===== src/rtl/btb_ctrl_pkg.sv =====
// Shared types and default sizes for the branch target buffer.
package btb_ctrl_pkg;

  localparam int BTB_INDEX_W = 3;
  localparam int BTB_TAG_W   = 6;

  typedef struct packed {
    logic                 v;
    logic [BTB_TAG_W-1:0] tag;
    logic [31:0]          ta;
    logic                 t;
  } cache_branch_t;

  typedef enum logic {
    SWEEP,
    RUN
  } btb_state_t;

endpackage


===== src/rtl/btb_array.sv =====
// BTB storage: 2**INDEX_W entries, asynchronous reads, one synchronous write port.
// Latency: reads combinational, writes visible the cycle after the write edge.
// Backpressure: none; the controller owns the write port and never stalls it.
module btb_array
  import btb_ctrl_pkg::*;
#(
  parameter int INDEX_W = BTB_INDEX_W
) (
  input  logic               clk,
  input  logic               we,
  input  logic [INDEX_W-1:0] wa,
  input  cache_branch_t      wd,
  input  logic [INDEX_W-1:0] ra0,
  output cache_branch_t      rd0,
  input  logic [INDEX_W-1:0] ra1,
  output cache_branch_t      rd1
);

  // Storage is not reset; the controller sweep clears the valid bits.
  cache_branch_t mem [2**INDEX_W];

  always_ff @(posedge clk) begin
    if (we) mem[wa] <= wd;
  end

  // Port 0 serves fetch lookups, port 1 the read-modify-write of a not-taken update.
  assign rd0 = mem[ra0];
  assign rd1 = mem[ra1];

endmodule


===== src/rtl/btb_ctrl.sv =====
// BTB controller: combinational fetch lookup, EX update port, init/flush sweep.
// Latency: lookup 0 cycles; an accepted update becomes visible 2 cycles after accept.
// Backpressure: upd_ready drops only while a sweep runs with the pending slot full.
module btb_ctrl
  import btb_ctrl_pkg::*;
#(
  parameter int INDEX_W = BTB_INDEX_W,
  parameter int TAG_W   = BTB_TAG_W
) (
  input  logic        clk,
  input  logic        rst,
  input  logic [31:0] if_pc,
  output logic        pred_hit,
  output logic        pred_taken,
  output logic [31:0] pred_target,
  output logic        busy,
  input  logic        flush_req,
  input  logic        upd_valid,
  output logic        upd_ready,
  input  logic [31:0] upd_pc,
  input  logic        upd_taken,
  input  logic [31:0] upd_target
);

  localparam int DEPTH = 2**INDEX_W;

  btb_state_t         state;
  logic [INDEX_W-1:0] sweep_idx;
  logic               pend_valid;
  logic [INDEX_W-1:0] pend_idx;
  logic [TAG_W-1:0]   pend_tag;
  logic               pend_taken;
  logic [31:0]        pend_target;

  logic [INDEX_W-1:0] lu_idx;
  logic [TAG_W-1:0]   lu_tag;
  cache_branch_t      lu_entry;
  cache_branch_t      pend_entry;
  logic               upd_acc;

  logic               we;
  logic [INDEX_W-1:0] wa;
  cache_branch_t      wd;

  assign lu_idx = if_pc[INDEX_W+1:2];
  assign lu_tag = if_pc[INDEX_W+TAG_W+1:INDEX_W+2];

  // Only index and tag bits participate; alignment and high PC bits are don't-care.
  logic unused_pc_bits;
  assign unused_pc_bits = ^{if_pc[31:INDEX_W+TAG_W+2], if_pc[1:0],
                            upd_pc[31:INDEX_W+TAG_W+2], upd_pc[1:0]};

  btb_array #(.INDEX_W(INDEX_W)) u_array (
    .clk (clk),
    .we  (we),
    .wa  (wa),
    .wd  (wd),
    .ra0 (lu_idx),
    .rd0 (lu_entry),
    .ra1 (pend_idx),
    .rd1 (pend_entry)
  );

  assign busy        = rst | (state == SWEEP);
  assign upd_ready   = rst | (state == RUN) | ~pend_valid;
  assign upd_acc     = upd_valid & upd_ready;
  assign pred_hit    = ~busy & lu_entry.v & (lu_entry.tag == lu_tag);
  assign pred_taken  = pred_hit & lu_entry.t;
  assign pred_target = pred_taken ? lu_entry.ta : 32'h0;

  // Sweep owns the write port; otherwise the pending update drains under the write policy.
  always_comb begin
    we = 1'b0;
    wa = sweep_idx;
    wd = '0;
    if (state == SWEEP) begin
      we = 1'b1;
    end else if (pend_valid) begin
      wa = pend_idx;
      if (pend_taken) begin
        we = 1'b1;
        wd = '{v: 1'b1, tag: pend_tag, ta: pend_target, t: 1'b1};
      end else if (pend_entry.v && (pend_entry.tag == pend_tag)) begin
        we   = 1'b1;
        wd   = pend_entry;
        wd.t = 1'b0;
      end
    end
  end

  always_ff @(posedge clk) begin
    if (rst) begin
      state      <= SWEEP;
      sweep_idx  <= '0;
      pend_valid <= 1'b0;
    end else begin
      case (state)
        SWEEP: begin
          sweep_idx <= sweep_idx + INDEX_W'(1);
          if (sweep_idx == INDEX_W'(DEPTH-1)) state <= RUN;
        end
        RUN: begin
          if (flush_req) begin
            state     <= SWEEP;
            sweep_idx <= '0;
          end
        end
        default: state <= SWEEP;
      endcase
      if (upd_acc)           pend_valid <= 1'b1;
      else if (state == RUN) pend_valid <= 1'b0;
    end
  end

  always_ff @(posedge clk) begin
    if (upd_acc) begin
      pend_idx    <= upd_pc[INDEX_W+1:2];
      pend_tag    <= upd_pc[INDEX_W+TAG_W+1:INDEX_W+2];
      pend_taken  <= upd_taken;
      pend_target <= upd_target;
    end
  end

endmodule


===== config.mk =====
export PLATFORM = sky130hd
export DESIGN_NAME = btb_ctrl
export DESIGN_NICKNAME = d
export VERILOG_FILES = /design/src/rtl/btb_ctrl_pkg.sv /design/src/rtl/btb_array.sv /design/src/rtl/btb_ctrl.sv
export SDC_FILE = /design/constraint.sdc
export NUM_CORES = 1
export LEC_CHECK = 0
export CAP_MARGIN = 20
export CORE_UTILIZATION = 30
export DETAILED_ROUTE_END_ITERATION = 6
export MAX_ROUTING_LAYER = met4
export SYNTH_ARGS = -nofsm -noshare
export SYNTH_HDL_FRONTEND = slang
export SYNTH_SLANG_ARGS = --single-unit

===== constraint.sdc =====
create_clock -name clk -period 6.58 [get_ports clk]
set_input_delay 0.987 -clock clk [delete_from_list [all_inputs] [get_ports clk]]
set_output_delay 0.987 -clock clk [all_outputs]
set_load 0.01 [all_outputs]

[After elaboration in Yosys (flattened, before gate mapping)]
Memories as Yosys holds them, arrays and structs flattened. A register that Yosys moved wholly into a read port is not among the register bits.
Index checks and enable logic that the tools add are counted.
Storage, ports and cells
  register bits: 47
  RAM bits: 320
  input port bits: 101
  memories kept: 1
Memories
  u_array.mem: words 8, width 40, read ports 2, clocked after memory_dff 1, wr ports 1, RTL line btb_array.sv:20  | cache_branch_t mem [2**INDEX_W];
Operators by class
  add/subtract/negate cells: 1
  equality and inequality tests: 4
  mux-type cells: 21
  bitwise gates (word level): 10
  reductions and logical operators: 2
Operators with widths (count)
  $mux W40: 4
  $mux W32: 1
  $eq A6 B6 Y1: 2
  $mux W3: 4
  $mux W1: 10
  $pmux W3 S2: 1
  $and A1 B1 Y1: 4
  $add A3 B1 Y3 const B: 1
  $eq A3 B3 Y1 const B: 1
  $not A1 Y1: 3
  $or A1 B1 Y1: 3
  $ne A2 B2 Y1 const B: 1
  $pmux W1 S2: 1
  $reduce_bool A2 Y1: 1
  $logic_and A1 B1 Y1: 1

[Logic depth before layout (Yosys ltp)]
  depth in word-level cells: 8
  mapped depth: 10
  depth with buffers taken out: 7

[By module]
From an unflattened synthesis, not the netlist that was laid out.
Second synthesis, totals
  cell total of the unflattened synthesis: 797
  area, all modules: 17435.5 um^2
By module, submodules not included
  btb_array: times used 1, cells each 617, area each 15073.2 um^2, sequential area each 9609.2 um^2
  btb_ctrl: times used 1, cells each 180, area each 2362.3 um^2, sequential area each 1361.3 um^2

[Worst setup path before layout]
No wires, ideal clock.
  kind: reg-to-reg
  start point: register (tool-made name)
  end point: memory u_array.mem[1][0] (netlist bit), enable pin
  arrival time: 4.644 ns
  path slack: 1.443 ns
  cell stages (with the launch flop): 8
  period minus slack after synthesis: 5.137 ns
  cells stage by stage: dfxtp_1 buf_6 buf_6 a2111oi_0 nor3_1 a211oi_4 nand4b_1 o21ai_0
RTL lines (RTL line)
  end, declared: btb_array.sv:20

[Worst setup path in the final report]
  start point: input port if_pc[2]
  end point: output port pred_target[4]
Between the ends
  longest elaborated chain between the ends: 5
  elaborated cells between the ends (all ways): 6
  those cells by class: 1 x eq/ne; 1 x mux; 3 x bitwise; 1 x memory
RTL lines
  start, declared: RTL line btb_ctrl.sv:12  | input logic [31:0] if_pc,
  $mem_v2 Z8 W40 (*)
  $eq A6 B6 Y1 / $and A1 B1 Y1 (equally long branches): RTL line btb_ctrl.sv:67  | assign pred_hit = ~busy & lu_entry.v & (lu_entry.tag == lu_tag);
  $and A1 B1 Y1: RTL line btb_ctrl.sv:67
  $and A1 B1 Y1: RTL line btb_ctrl.sv:68  | assign pred_taken = pred_hit & lu_entry.t;
  $mux W32 (*): RTL line btb_ctrl.sv:69  | assign pred_target = pred_taken ? lu_entry.ta : 32'h0;
  end, declared: RTL line btb_ctrl.sv:15  | output logic [31:0] pred_target,
Mark *: on every way between the ends. The rest lies on a longest branch, timed or not.

==> metrics.csv <==
metric,value,unit
worst_path_most_repeated_cell,buf_4,
worst-path-buf-inv,4,
start_util,30.6,%
clock_latency,0.55,ns
ant_nets,0,
rows,86,
synthXorXnorAreaFrac,0.464,%
synth_fa_ha_area_share,0.147,%
ys.flop_type,edfxtp_1,
crit_path_top_delay_cell,buf_4,
syn_area_per_cell,19.0,sq um
finalHoldViolCount,0,
diodes,0,
worstSetupPathType,in -> out,
die_y,240,um
cts_buffer_depth,3,
yosys.cell_count.top_type,edfxtp_1,
drt_iter0_drc,751,
htreeDepth,2,
drt_wl_total,42.0,mm
finalClockSkew,0.0151,ns
syn_area,17000,sq um
synth_area_leaders,"edfxtp_1 (64%), mux4_2 (20%), mux2i_1 (5.2%)",
slew-limit-headroom,27.1,%
synth_seq_cells,370,
path_max_fanout,43,
synth_compound_area_share,3.31,%
post_synth_and_or_nand_nor_area_fraction,3.40,%
ys_types,48,
synth_seq_area_share,64.9,%
crit_chain,buf_6 > buf_4 > mux4_2 > mux2_2 > nand3_2 > buf_4 > nor2_1 > clkdlybuf4s50_1,
setup_viol,0,
routedWlPerCell,23.8,um
grt_max_degree,56,
power_density,271,nW/um^2
place_hpwl,22.9,mm
leakagePower,6.36,nW
max-cap-violations,0,
cts_sinks,370,
cpPeakStageDelay,0.78,ns
crit_path_start_kind,input pin,
hold_class,reg -> reg,
slew_viol_final,0,
root_buffer,clkbuf_16,
cts_made_buffers,40,
die-width,240,um
fin_area,20000,sq um
holdBufCountCts,0,
layout.nets,1088,
area_growth,17.8,%
required,5.59,ns
synth_edf_count,362,
fin_crit,5.36,ns
dieArea,57600,sq um
async_flop_share,0,%
peakVddDrop,0.150,mV
ys.warnings.count,0,
synth_top_area_share,64.0,%
numPortBuffers,90,
synth_top_cell_by_area,edfxtp_1,
pin_count,137,
rsz0062_at_grt,no,
firstDrtPassIters,5,
clock.fmax,186,MHz
cts_tree,built,
synth_top_family_by_area,multiplexers,
drt-vias-per-instance,5.14,
status,completed,
num_vias,9059,
detail_route.drc_violations,0,
grt_pass1_vias,9674,
synthTopCellsByCount,"edfxtp_1 (362), mux4_2 (151), mux2i_1 (89)",
grt_overflow_total,0,
cts_setup_buffers,0,
synthMuxAreaShare,25.7,%
place_congestion,0.732,
grt_antenna_before_repair,0,
synthCells,892,
layout-drive-gt1-share,25.5,%
cts_repair_resize_count,0,
path_clk_slew,0.07,ns
cp_top_family,buffers and inverters,
end_kind,primary output,
tns,0,ns
dpl-instance-area,18800,sq um
track_usage,15.2,%
tightest_slew,1.09,ns
core_area,55500,sq um
grt_pass1_wl,62.0,mm
period_share,81.5,%
synth_fp_nets,995,
crit_arrival,4.38,ns
-- worst min-delay path, stage by stage (launching register included) --
cell and delay (ns):
dfxtp_1 0.34, a21oi_1 0.13, nor2_1 0.04
-- power breakdown --
part / internal (mW) / switching, mW
logic: 0.265 / 0.277
registers: 2.69 / 0.0675
clock network: 1.22 / 0.905
-- per-layer routing --
layer | vias to the layer above | track usage, % | share of wire [%]
li1 | 3930 | - | -
met1 | 4790 | 20.2 | 44
met2 | 266 | 24.0 | 48
met3 | 73 | 2.12 | 4.7
met4 | 0 | 5.06 | 2.8
met5 | - | - | 0
-- sequential cells by signal (all words and copies together), names as in the netlist, named ones only --
register     count
u_array.mem    320
pend_target     32
pend_tag         6
pend_idx         3
sweep_idx        3
pend_taken       1
pend_valid       1
state            1
-- worst paths after layout --
kind         slack, ns  startpoint                 end  cells past startpoint
max               1.22    if_pc[2]      pred_target[4]                      8
min               0.55  pend_valid          pend_valid                      2
max reg2reg       2.38        flop  u_array.mem[5][39]                      7
min reg2reg       0.55  pend_valid          pend_valid                      2
-- cell families (layout without fill, tap and decap cells) --
logic type / after synthesis / after routing
flops: 370 / 370
mux: 247 / 247
simple gates: 126 / 126
fa+ha+maj: 2 / 2
xor+xnor: 9 / 9
buf+inv: 69 / 192
compound gates: 69 / 69
-- cells in the final DEF (no fill, tap or decap), types with 3 or more instances in the layout --
cell type,instances
inv_1,4
clkinv_2,4
clkinv_1,10
mux2_2,7
o21ai_0,4
clkdlybuf4s50_1,87
edfxtp_1,362
nand2b_1,4
nand3b_1,4
dfxtp_4,3
nor2_1,75
xnor2_1,8
nand4_1,5
a21oi_1,6
and2_1,3
nand2_1,13
clkbuf_1,10
nor3_1,4
mux4_2,151
o21ai_4,4
nand3_1,3
buf_4,24
clkbuf_16,41
mux2i_1,89
dfxtp_1,5
a22o_1,37
-- per-stage QoR --
stage | total power, mW | setup WS (ns) | utilization (%) | cells | hold WS, ns
global route | 5.62 | 0.940 | 36.0 | 1763 | 0.582
detailed placement | 3.35 | 1.11 | 33.8 | 1690 | 0.548
CTS | 5.49 | 1.11 | 36.0 | 1762 | 0.555
finish | 5.43 | 1.22 | 36.0 | 1763 | 0.553
floorplan | 3.16 | 1.44 | - | 892 | 0.487
global placement | 3.35 | 1.11 | 33.8 | 1690 | 0.550
-- final cells by class --
| cell class | instances | area [sq um] |
|---|---|---|
| multi-input cells | 453 | 5690 |
| flip-flops and latches | 370 | 11000 |
| repair buffers | 114 | 1090 |
| fillers | 5203 | 35500 |
| well taps | 748 | 936 |
| clock inverters | 21 | 159 |
| inverters | 6 | 22.5 |
| clock buffers | 51 | 1060 |
Note: power is estimated with default switching activity, not from simulation.
